--- src/rtl/linked_fifo_drain_sched_if.sv ---
// Signal bundle between the linked FIFO drain scheduler and its environment:
// the snooped push stream, the pop request/read data path to the linked FIFO,
// and the tagged valid/ready output stream.
// master: the scheduler. slave: the linked FIFO plus downstream consumer.
interface linked_fifo_drain_sched_if #(
  parameter int WIDTH      = 8,
  parameter int FIFOS      = 8,
  parameter int LOG2_FIFOS = (FIFOS > 1) ? $clog2(FIFOS) : 1
);
  logic                  push;
  logic [LOG2_FIFOS-1:0] push_fifo;
  logic                  pop;
  logic [LOG2_FIFOS-1:0] pop_fifo;
  logic [WIDTH-1:0]      fifo_q;
  logic                  out_valid;
  logic                  out_ready;
  logic [WIDTH-1:0]      out_data;
  logic [LOG2_FIFOS-1:0] out_fifo;
  logic [FIFOS-1:0]      nonempty;
  logic                  err;

  modport master (
    input  push, push_fifo, fifo_q, out_ready,
    output pop, pop_fifo, out_valid, out_data, out_fifo, nonempty, err
  );

  modport slave (
    output push, push_fifo, fifo_q, out_ready,
    input  pop, pop_fifo, out_valid, out_data, out_fifo, nonempty, err
  );
endinterface

--- src/rtl/linked_fifo_drain_sched.sv ---
// Drain scheduler for one linked FIFO. Tracks per-queue occupancy by snooping
// pushes, pops non-empty queues round-robin, captures the one-cycle-late read
// data and presents it through a 2-entry skid buffer tagged with the queue.
// Optional build macro LINKED_FIFO_SCHED_BURST_EN: allows up to BURST
// consecutive pops from the same queue before the round-robin moves on.
module linked_fifo_drain_sched #(
  parameter int WIDTH      = 8,
  parameter int DEPTH      = 32,
  parameter int FIFOS      = 8,
  parameter int LOG2_FIFOS = (FIFOS > 1) ? $clog2(FIFOS) : 1,
  parameter int LOG2_DEPTH = (DEPTH > 1) ? $clog2(DEPTH) : 1,
  parameter int BURST      = 4
) (
  input  logic clk,
  input  logic rst,
  linked_fifo_drain_sched_if.master bus
);

  localparam int CW  = LOG2_DEPTH + 1;
  // Total occupancy gets spare headroom so an overflowing push stays visible.
  localparam int TW  = LOG2_DEPTH + LOG2_FIFOS + 1;
  localparam int CAP = DEPTH - FIFOS;

  typedef logic [LOG2_FIFOS-1:0] qid_t;

  logic [CW-1:0]    cnt_q [FIFOS];
  logic [CW-1:0]    cnt_d [FIFOS];
  logic [TW-1:0]    total_q, total_d;
  qid_t             last_q, last_d;
  logic             inflight_q;
  qid_t             inflight_id_q;
  logic [WIDTH-1:0] buf_data_q [2];
  qid_t             buf_id_q [2];
  logic             wr_ptr_q, rd_ptr_q;
  logic [1:0]       occ_q, occ_d;
  logic             err_q, err_d;

  logic             have_win;
  qid_t             win;
  logic             deq;
  logic             enq;
  logic             pop;
  logic [2:0]       load;
  logic [FIFOS-1:0] nonempty_v;

`ifdef LINKED_FIFO_SCHED_BURST_EN
  localparam int BW = $clog2(BURST) + 1;
  logic [BW-1:0] burst_q, burst_d;
`else
  // BURST only matters for the burst build; this block just keeps it referenced.
  if (BURST < 1) begin : g_burst_unused
  end
`endif

  // Pick the next non-empty queue after `last` from registered counts only,
  // so a same-cycle push never makes an empty queue look poppable.
  always_comb begin
    int idx;
    have_win = 1'b0;
    win      = last_q;
    idx      = 0;
    // Walk from farthest to nearest so the nearest hit wins.
    for (int k = FIFOS; k >= 1; k--) begin
      idx = (int'(last_q) + k) % FIFOS;
      if (cnt_q[idx] != '0) begin
        have_win = 1'b1;
        win      = qid_t'(idx);
      end
    end
`ifdef LINKED_FIFO_SCHED_BURST_EN
    if ((cnt_q[last_q] != '0) && (burst_q < BW'(BURST - 1))) begin
      have_win = 1'b1;
      win      = last_q;
    end
`endif
  end

  // Pop only if the read data will have a buffer slot when it lands.
  always_comb begin
    deq  = (occ_q != 2'd0) && bus.out_ready;
    enq  = inflight_q;
    load = 3'(occ_q) + 3'(inflight_q);
    pop  = have_win && (load < (3'd2 + 3'(deq)));
  end

  // Next-state for counts, occupancy total, sticky error and round-robin pointer.
  always_comb begin
    for (int i = 0; i < FIFOS; i++) begin
      cnt_d[i] = cnt_q[i];
      if (bus.push && (bus.push_fifo == qid_t'(i))) cnt_d[i] = cnt_d[i] + CW'(1);
      if (pop && (win == qid_t'(i)))                cnt_d[i] = cnt_d[i] - CW'(1);
    end
    total_d = total_q + TW'(bus.push) - TW'(pop);
    // Any push at or beyond usable capacity overflows the linked FIFO.
    err_d   = err_q | (bus.push && (total_q >= TW'(CAP)));
    last_d  = pop ? win : last_q;
    occ_d   = occ_q + 2'(enq) - 2'(deq);
  end

`ifdef LINKED_FIFO_SCHED_BURST_EN
  // Burst length on the current queue: restarts on a switch or when it drains.
  always_comb begin
    burst_d = burst_q;
    if (pop) begin
      if ((win == last_q) && (cnt_d[win] != '0)) burst_d = burst_q + BW'(1);
      else                                       burst_d = '0;
    end
  end

  // Burst counter register.
  always_ff @(posedge clk) begin
    if (rst) burst_q <= '0;
    else     burst_q <= burst_d;
  end
`endif

  // Control state: counts, pointers, in-flight stage, buffer occupancy, error.
  always_ff @(posedge clk) begin
    if (rst) begin
      for (int i = 0; i < FIFOS; i++) cnt_q[i] <= '0;
      total_q       <= '0;
      last_q        <= qid_t'(FIFOS - 1);
      inflight_q    <= 1'b0;
      inflight_id_q <= '0;
      wr_ptr_q      <= 1'b0;
      rd_ptr_q      <= 1'b0;
      occ_q         <= 2'd0;
      err_q         <= 1'b0;
    end else begin
      for (int i = 0; i < FIFOS; i++) cnt_q[i] <= cnt_d[i];
      total_q       <= total_d;
      last_q        <= last_d;
      inflight_q    <= pop;
      inflight_id_q <= last_d;
      if (enq) wr_ptr_q <= ~wr_ptr_q;
      if (deq) rd_ptr_q <= ~rd_ptr_q;
      occ_q         <= occ_d;
      err_q         <= err_d;
    end
  end

  // Buffer payload; contents are don't-care while the slot is empty.
  always_ff @(posedge clk) begin
    if (enq) begin
      buf_data_q[wr_ptr_q] <= bus.fifo_q;
      buf_id_q[wr_ptr_q]   <= inflight_id_q;
    end
  end

  // Per-queue non-empty flags.
  always_comb begin
    for (int i = 0; i < FIFOS; i++) nonempty_v[i] = (cnt_q[i] != '0);
  end

  assign bus.pop       = pop;
  assign bus.pop_fifo  = pop ? win : last_q;
  assign bus.out_valid = (occ_q != 2'd0);
  assign bus.out_data  = buf_data_q[rd_ptr_q];
  assign bus.out_fifo  = buf_id_q[rd_ptr_q];
  assign bus.nonempty  = nonempty_v;
  assign bus.err       = err_q;

endmodule

--- src/flat_wrapper.sv ---
// flat-port wrapper written by rule: the top's interface ports become plain ports
module linked_fifo_drain_sched_flat 
#(
  parameter int WIDTH      = 8,
  parameter int DEPTH      = 32,
  parameter int FIFOS      = 8,
  parameter int LOG2_FIFOS = (FIFOS > 1) ? $clog2(FIFOS) : 1,
  parameter int LOG2_DEPTH = (DEPTH > 1) ? $clog2(DEPTH) : 1,
  parameter int BURST      = 4
)
  (clk, rst, bus_push, bus_push_fifo, bus_fifo_q, bus_out_ready, bus_pop, bus_pop_fifo, bus_out_valid, bus_out_data, bus_out_fifo, bus_nonempty, bus_err);
  linked_fifo_drain_sched_if #(.WIDTH(WIDTH), .FIFOS(FIFOS), .LOG2_FIFOS(LOG2_FIFOS)) bus_i ();
  input  logic clk;
  input  logic rst;
  input wire logic [$bits(bus_i.push)-1:0] bus_push;
  input wire logic [$bits(bus_i.push_fifo)-1:0] bus_push_fifo;
  input wire logic [$bits(bus_i.fifo_q)-1:0] bus_fifo_q;
  input wire logic [$bits(bus_i.out_ready)-1:0] bus_out_ready;
  output wire logic [$bits(bus_i.pop)-1:0] bus_pop;
  output wire logic [$bits(bus_i.pop_fifo)-1:0] bus_pop_fifo;
  output wire logic [$bits(bus_i.out_valid)-1:0] bus_out_valid;
  output wire logic [$bits(bus_i.out_data)-1:0] bus_out_data;
  output wire logic [$bits(bus_i.out_fifo)-1:0] bus_out_fifo;
  output wire logic [$bits(bus_i.nonempty)-1:0] bus_nonempty;
  output wire logic [$bits(bus_i.err)-1:0] bus_err;
  assign bus_i.push = bus_push;
  assign bus_i.push_fifo = bus_push_fifo;
  assign bus_i.fifo_q = bus_fifo_q;
  assign bus_i.out_ready = bus_out_ready;
  assign bus_pop = bus_i.pop;
  assign bus_pop_fifo = bus_i.pop_fifo;
  assign bus_out_valid = bus_i.out_valid;
  assign bus_out_data = bus_i.out_data;
  assign bus_out_fifo = bus_i.out_fifo;
  assign bus_nonempty = bus_i.nonempty;
  assign bus_err = bus_i.err;
  linked_fifo_drain_sched #(.WIDTH(WIDTH), .DEPTH(DEPTH), .FIFOS(FIFOS), .LOG2_FIFOS(LOG2_FIFOS), .LOG2_DEPTH(LOG2_DEPTH), .BURST(BURST)) u_core (.clk(clk), .rst(rst), .bus(bus_i));
endmodule
--- config.mk ---
export PLATFORM = sky130hd
export DESIGN_NAME = linked_fifo_drain_sched_flat
export DESIGN_NICKNAME = d
export VERILOG_FILES = /design/src/rtl/linked_fifo_drain_sched_if.sv /design/src/rtl/linked_fifo_drain_sched.sv /design/src/flat_wrapper.sv
export SDC_FILE = /design/constraint.sdc
export NUM_CORES = 1
export LEC_CHECK = 0
export ABC_AREA = 1
export CORE_AREA = 5 5 123 125
export CTS_CLUSTER_DIAMETER = 100
export DETAILED_ROUTE_END_ITERATION = 6
export DIE_AREA = 0 0 128 130
export HOLD_SLACK_MARGIN = 0.06
export MAX_ROUTING_LAYER = met4
export PLACE_DENSITY = 0.74
export SLEW_MARGIN = 20
export SYNTH_ARGS = -nofsm -noshare
export SYNTH_HDL_FRONTEND = slang
export SYNTH_SLANG_ARGS = --single-unit
--- constraint.sdc ---
create_clock -name clk -period 5.7 [get_ports clk]
set_clock_uncertainty 0.1 [all_clocks]
set_input_delay 0.855 -clock clk [delete_from_list [all_inputs] [get_ports clk]]
set_output_delay 0.855 -clock clk [all_outputs]
set_load 0.03 [all_outputs]
==> results of run 1 <==
==> final cells by class <==
cell class                      count  area, sq um
Clock inverter                      7        65.06
Sequential cell                    92         2062
Timing Repair Buffer               42        407.9
Tap cell                          180        225.2
Multi-Input combinational cell    736         4030
Clock buffer                        9        225.2
Inverter                          138        520.5
Fill cell                        1354         6237
==> synth_stat cells, types with 4 or more instances <==
master | number | area (sq um)
nand2_1 | 253 | 949.7
inv_1 | 130 | 488.0
nor2_1 | 114 | 427.9
nand3_1 | 86 | 430.4
dfxtp_1 | 70 | 1401
a21oi_1 | 59 | 295.3
ha_1 | 45 | 563.0
xor2_1 | 42 | 367.9
o21ai_0 | 33 | 165.2
edfxtp_1 | 22 | 660.6
xnor2_1 | 22 | 192.7
mux2_2 | 11 | 123.9
nand4_1 | 10 | 62.56
clkbuf_1 | 9 | 33.78
buf_6 | 8 | 90.09
nand2_2 | 8 | 50.05
nor3_1 | 8 | 40.04
nor4_1 | 8 | 50.05
inv_2 | 5 | 18.77
o21ai_1 | 5 | 25.02
buf_4 | 4 | 30.03
nor2_4 | 4 | 45.04
or2_2 | 4 | 25.02
==> registers in the layout, indices dropped and copies added (netlist names), named ones only <==
| register | count |
|---|---|
| u_core.rd_ptr_q | 1 |
| u_core.occ_q | 2 |
| u_core.cnt_q | 48 |
| u_core.buf_data_q | 16 |
| u_core.enq | 1 |
| u_core.buf_id_q | 6 |
| u_core.bus.err | 1 |
| u_core.total_q | 9 |
| u_core.last_q | 3 |
| u_core.wr_ptr_q | 1 |
| u_core.inflight_id_q | 3 |
==> stage by stage <==
step	instance area, sq um	setup WS [ns]	hold WS (ns)	instances
4_1_cts	7536	0.5399	0.3375	1204
3_3_place_gp	7246	1.052	0.3079	1188
3_5_place_dp	7246	0.8839	0.3208	1188
5_1_grt	7536	0.1882	0.3514	1204
2_1_floorplan	6777	1.555	0.3037	989
6_report	7536	0.5130	0.3347	1204
==> layer usage <==
metal | track usage (%) | part of all wire (%) | vias to the layer above
met4 | 8.240 | 2.3 | 0
met2 | 33.83 | 47 | 118
met5 | - | 0 | -
li1 | - | - | 3206
met3 | 2.579 | 3.4 | 23
met1 | 25.19 | 47 | 2749
==> final timing paths <==
kind,from,end,cells past startpoint
worst min register to register,u_core.inflight_id_q[2],u_core.buf_id_q[0][2],0
worst max register to register,u_core.last_q[1],u_core.total_q[8],30
worst min-delay path,u_core.inflight_id_q[2],u_core.buf_id_q[0][2],0
worst max-delay path,u_core.last_q[1],bus_pop_fifo[2],17
==> logic make-up after synthesis <==
kind of cell               count (synthesis)
and+or+nand+nor                          507
xor gates and xnor gates                  64
AOI/OAI and AO/OA                        108
buffers and inverters                    161
DFF                                       92
adders and majority gates                 46
muxes                                     11
==> impl_metrics.yaml, run 1 <==
layout:
  drive_gt1_share_pct: 6.055
  post-route-util_pct: 54.71
  antenna_cells: 0
  mostFrequentLayoutCell: "nand2_1"
  area_delta_synth_final_pct: 11.21
  final_nets: 1080
  layout_common_cells: "253 x nand2_1, 130 x inv_1, 114 x nor2_1"
critical_path:
  crit_family: "buffers and inverters"
  cpPeakStageDelay_ns: 0.66
  cp.required_ns: 4.74
  slowest_stage: "clkdlybuf4s50_1"
  reg2reg_slack_ns: 0.83
  startpoint_type: "flop"
  crit_chain: "clkinv_1 > ha_1 > inv_1 > nor2_1 > nand3_1 > nand2_1 > nand2_1 > nand2_2 > inv_2 > nor2_1 > nand3_1 > o21ai_4 > inv_2 > nand3_2 > o21ai_1 > inv_1 > clkdlybuf4s50_1"
  critPathKind: "flop to output pin"
  arrival_ns: 4.23
  path_buf_inv: 6
  cp-end-kind: "output pin"
  cp_max_fo: 13
sta:
  timing.final.crit_share_pct: 91.00
  slew_headroom_pct: 42.51
  fmax_ghz: 0.1928
  fin_tns_setup_ns: 0
  setup_viol: 0
  finalCriticalPeriod_ns: 5.187
  rsz0062_at_grt: "false"
  worst_pin_slew_ns: 0.8592
  finalHoldViolCount: 0
  maxSlewViolCount: 0
clock_tree:
  cts-root-buf: "clkbuf_16"
  cts_sinks: 92
  cts_setup_buffers: 0
  clk_pin_slew_ns: 0.07
  cts_resized: 0
  cts_buffer_depth: 2
  tritoncts: "built"
  cts_htree_levels: 3
  holdBufCountCts: 0
  cts_made_buffers: 9
  insertion_delay_ns: 0.36
die:
  core_area_sq_um: 13770
  io_pins: 40
  die_h_um: 130
  die_x_um: 128
  dieArea_sq_um: 16640
  start_util_pct: 49.20
  row_count: 43
logic_synthesis:
  synth_top_family_by_area: "simple AND/OR/NAND/NOR gates"
  async_flop_share_pct: 0
  ys.flop_type: "dfxtp_1"
  synth.distinct_cells: 40
  synth_edf_count: 22
  synth_compound_area_share_pct: 8.623
  yosys.area_share.simple_pct: 32.15
  yosysSeqAreaShare_pct: 30.43
  syn_avg_cell_area_sq_um: 6.852
  yosysWarningCount: 0
  synthCells: 989
  synthMuxAreaShare_pct: 1.828
  synth_adder_area_share_pct: 8.604
  syn-num-nets: 1050
  ys_seq_elements: 92
  synth_xor_area_share_pct: 8.272
  netlist_area_sq_um: 6776
routing:
  drt_wl_total_um: 15690
  vias: 6096
  drt.antenna.violating_nets: 0
  vias_per_cell: 5.063
  drt_iter0_markers: 429
  drcViolationCount: 0
  wl_per_cell_um: 13.03
  first_pass_iters: 5
global_route:
  grt_util_all_layers_pct: 20.35
  grt_max_degree: 52
  first_global_vias: 5675
  grt_pass1_wl_um: 26700
  grt_overflow: 0
  antenna_found_initial: 0
place:
  gp_congestion: 0.9846
  portBuffers: 39
  dp_hpwl_um: 11660
outcome:
  status: "completed"
min_path:
  hp-class: "flop to flop"
run:
  max_cap_viol_count: 0
Power of run 1 is not shown: default switching activity piles up to over one toggle a cycle in this logic, so the estimate is an artifact.
==> inputs of run 2 (changes only) <==
--- a/config.mk
+++ b/config.mk
@@ -8,6 +8,7 @@
 export ABC_AREA = 1
 export CORE_AREA = 5 5 123 125
 export CTS_CLUSTER_DIAMETER = 100
+export CTS_CLUSTER_SIZE = 12
 export DETAILED_ROUTE_END_ITERATION = 6
 export DIE_AREA = 0 0 128 130
 export HOLD_SLACK_MARGIN = 0.06
==> results of run 2 <==
Same layout as run 1: the final DEF is identical, and so are final timing and power.
Power of run 2 is left out for the same reason.
==> variant 1, RTL diff (config.mk and constraints of run 2) <==
`FIFOS` is set to 8 in 3 places; all go to 16.
--- a/src/rtl/linked_fifo_drain_sched_if.sv
+++ b/src/rtl/linked_fifo_drain_sched_if.sv
@@ -4,7 +4,7 @@
 // master: the scheduler. slave: the linked FIFO plus downstream consumer.
 interface linked_fifo_drain_sched_if #(
   parameter int WIDTH      = 8,
-  parameter int FIFOS      = 8,
+  parameter int FIFOS      = 16,
   parameter int LOG2_FIFOS = (FIFOS > 1) ? $clog2(FIFOS) : 1
 );
   logic                  push;
--- a/src/rtl/linked_fifo_drain_sched.sv
+++ b/src/rtl/linked_fifo_drain_sched.sv
@@ -6,7 +6,7 @@
 module linked_fifo_drain_sched #(
   parameter int WIDTH      = 8,
   parameter int DEPTH      = 32,
-  parameter int FIFOS      = 8,
+  parameter int FIFOS      = 16,
   parameter int LOG2_FIFOS = (FIFOS > 1) ? $clog2(FIFOS) : 1,
   parameter int LOG2_DEPTH = (DEPTH > 1) ? $clog2(DEPTH) : 1,
   parameter int BURST      = 4
--- a/src/flat_wrapper.sv
+++ b/src/flat_wrapper.sv
@@ -3,7 +3,7 @@
 #(
   parameter int WIDTH      = 8,
   parameter int DEPTH      = 32,
-  parameter int FIFOS      = 8,
+  parameter int FIFOS      = 16,
   parameter int LOG2_FIFOS = (FIFOS > 1) ? $clog2(FIFOS) : 1,
   parameter int LOG2_DEPTH = (DEPTH > 1) ? $clog2(DEPTH) : 1,
   parameter int BURST      = 4
Ports: changed (resized bus_nonempty, bus_out_fifo, bus_pop_fifo and bus_push_fifo); port bits go from 40 to 51. The function was not compared with the original's and may differ.
==> variant 1 against run 2 <==
Synthesized area grew 120%. Synthesized cell count grew 140%. The run now fails in global placement without I/O (3_1_place_gp_skip_io).
==> variant 1: results <==
export IMPL_seq_cells_post_synth=145
export IMPL_synth_yosys_seq_area_share_pct=21.2
export IMPL_failing_step="global placement without I/O (3_1_place_gp_skip_io)"
export IMPL_run_status="did not finish"
export IMPL_dominantRegCellSynth="dfxtp_1"
export IMPL_stop_error="[ERROR GPL-0301] Utilization 127.299 % exceeds 100%."
export IMPL_synth_edff_count=24
export IMPL_netlist_top_cells_area="nand2_1, dfxtp_1, nand3_1"
export IMPL_synth_lib_cells_used_distinct=60
export IMPL_postSynth_asyncResetShare_pct=0
export IMPL_count_of_warnings_emitted_by_yosys=0
export IMPL_synth_cells_most_frequent="nand2_1, nand3_1, inv_1"
export IMPL_syn_mean_instance_area_um2=6.16
export IMPL_synth_nets=2495
export IMPL_synth_cell_area_mm2=0.0148
==> variant 1: cell types whose count changed after synthesis, moves of 38 or more <==
cell	change
a21oi_1	+45
and2_1	+42
buf_2	+38
dfxtp_1	+51
inv_1	+120
nand2_1	+458
nand3_1	+262
nand4_1	+42
nor2_1	+78
o21ai_0	+46
xor2_1	+46
==> variant 1: logic make-up after synthesis <==
family | Yosys count | synth area share [%]
buffers and inverters | 355 | 10.0
adder cells (fa/ha/maj) | 75 | 6.39
flip-flops | 145 | 21.2
AO/OA/AOI/OAI | 254 | 9.60
AND/OR/NAND/NOR | 1429 | 43.5
multiplexers | 13 | 0.980
XOR/XNOR | 133 | 8.27
==> variant 2, RTL diff (flow settings as in run 2) <==
Without the edit above. Build with the macro `LINKED_FIFO_SCHED_BURST_EN` defined.
--- a/src/rtl/linked_fifo_drain_sched.sv
+++ b/src/rtl/linked_fifo_drain_sched.sv
@@ -3,6 +3,8 @@
 // data and presents it through a 2-entry skid buffer tagged with the queue.
 // Optional build macro LINKED_FIFO_SCHED_BURST_EN: allows up to BURST
 // consecutive pops from the same queue before the round-robin moves on.
+`define LINKED_FIFO_SCHED_BURST_EN
+
 module linked_fifo_drain_sched #(
   parameter int WIDTH      = 8,
   parameter int DEPTH      = 32,
Check against the original RTL: not settled (the Yosys comparison gave no result); the edit may change what the design does.
==> variant 2 against run 2 <==
Core utilization increased by 5.2 points. Synthesized area up 11%. Critical path depth down 2. Design area rose by 9.6%. Critical endpoint unchanged. Setup slack better by 0.042 ns. Fmax increased by 0.81%. Global-route usage is 3.4 points higher. Final cell count increased by 10%. Sequential cell count rose by 3. Wire length grew 18%.
Power is not shown: default switching activity piles up to over one toggle a cycle in this logic, so the estimate is an artifact.
==> variant 2: results <==
export IMPL_netlist_top_cells_area="dfxtp_1, nand2_1, edfxtp_1"
export IMPL_postSynth_asyncResetShare_pct=0
export IMPL_cts_root_buf="clkbuf_16"
export IMPL_critical_path_slowest_cell="clkdlybuf4s50_1"
export IMPL_post_synth_top_count_cell="nand2_1"
export IMPL_clkTransAtPathRegs_ns=0.07
export IMPL_run_status="completed"
export IMPL_drive_gt1_share_pct=7.78
export IMPL_vias_in_the_first_global_route=6447
export IMPL_crit_fanout=13
export IMPL_clock_tree_buffer_depth=2
export IMPL_clock_latency_ns=0.36
export IMPL_count_of_warnings_emitted_by_yosys=0
export IMPL_number_of_gates_resized_after_cts=0
export IMPL_dpl_cell_area_mm2=0.00795
export IMPL_hold_path_class="flop to flop"
export IMPL_cp_slowest_stage_delay_ns=0.75
export IMPL_worst_slew_pin_transition_ns=0.928
export IMPL_grt_util_all_layers_pct=23.8
export IMPL_synth_area_mux_share_pct=1.78
export IMPL_routed_wire_length_per_instance_um=14.0
export IMPL_gp_congestion=0.952
export IMPL_synth_yosys_seq_area_share_pct=28.2
export IMPL_total_clock_buffers_created_by_cts=9
export IMPL_biggestRegsByFlops="u_core.cnt_q (48), u_core.buf_data_q (16), u_core.total_q (9)"
export IMPL_yosys_area_share_adder_pct=7.92
export IMPL_yosys_area_share_xor_xnor_pct=8.49
export IMPL_drt_first_pass_iters=6
export IMPL_initial_antenna_violation_count=0
export IMPL_htree_levels=3
export IMPL_synth_edff_count=22
export IMPL_reg2reg_slack_ns=0.68
export IMPL_synth_compound_area_share_pct=7.47
export IMPL_hpwlAfterDp_um=14100
export IMPL_pin_count_of_the_biggest_net_entering_global_routing=60
export IMPL_antenna_diode_count=0
export IMPL_place_port_buffers=39
export IMPL_vias=6932
export IMPL_initialDrtViolationCount=457
export IMPL_postCtsSetupRepairBufs=0
export IMPL_synth_lib_cells_used_distinct=47
export IMPL_grt_pass1_wl_um=31100
export IMPL_synth_cells_most_frequent="nand2_1, nor2_1, inv_1"
export IMPL_final_net_count=1201
export IMPL_critical_path_arrival_ns=4.19
variant 2: cell type report:
type	instances	area (µm²)
fill	1338	5520
multi-input combinational	849	4660
sequential	95	2120
inverter	143	544
timing repair buffer	41	400
clock buffer	10	229
tap	180	225
clock inverter	6	76.3
variant 2: stage by stage:
step	hold WS, ns	std cells	setup slack [ns]	utilization [%]
floorplan	0.304	1113	1.39	-
global placement	0.306	1308	0.855	57.7
detailed placement	0.324	1308	0.689	57.7
CTS	0.341	1324	0.435	59.9
global route	0.354	1324	0.0495	59.9
finish	0.338	1324	0.555	59.9
variant 2: critical path, delay by kind of cell (launching register included):
kind / cells / cell delay, ns
AOI/OAI and AO/OA: 1 / 0.32
adders and majority gates: 1 / 0.57
buffers and inverters: 4 / 1.33
DFF: 1 / 0.52
and+or+nand+nor: 9 / 1.09
variant 2: logic make-up (layout without fill, tap and decap cells):
| logic type | Yosys count | in the layout |
|---|---|---|
| flops | 95 | 95 |
| mux | 12 | 12 |
| simple gates | 619 | 619 |
| fa+ha+maj | 47 | 47 |
| buf+inv | 169 | 200 |
| xor+xnor | 72 | 72 |
| compound gates | 99 | 99 |
variant 2: final timing paths:
kind	to	cells past startpoint	startpoint
worst min-delay path	u_core.buf_id_q[0][2]$_DFFE_PP_	0	u_core.inflight_id_q[2]$_SDFF_PP0_
worst max register to register	u_core.total_q[8]$_SDFF_PP0_	28	u_core.last_q[1]$_SDFF_PP1_
worst max-delay path	bus_pop_fifo[2]	15	u_core.last_q[1]$_SDFF_PP1_
worst min register to register	u_core.buf_id_q[0][2]$_DFFE_PP_	0	u_core.inflight_id_q[2]$_SDFF_PP0_
variant 2: per-layer routing:
metal  track usage, %  vias up  share of wire [%]
li1                 -     3600                  -
met1             30.3     3117                 45
met2             38.8      172                 46
met3             3.07       43                5.5
met4             9.05        0                2.8
met5                -        -                  0
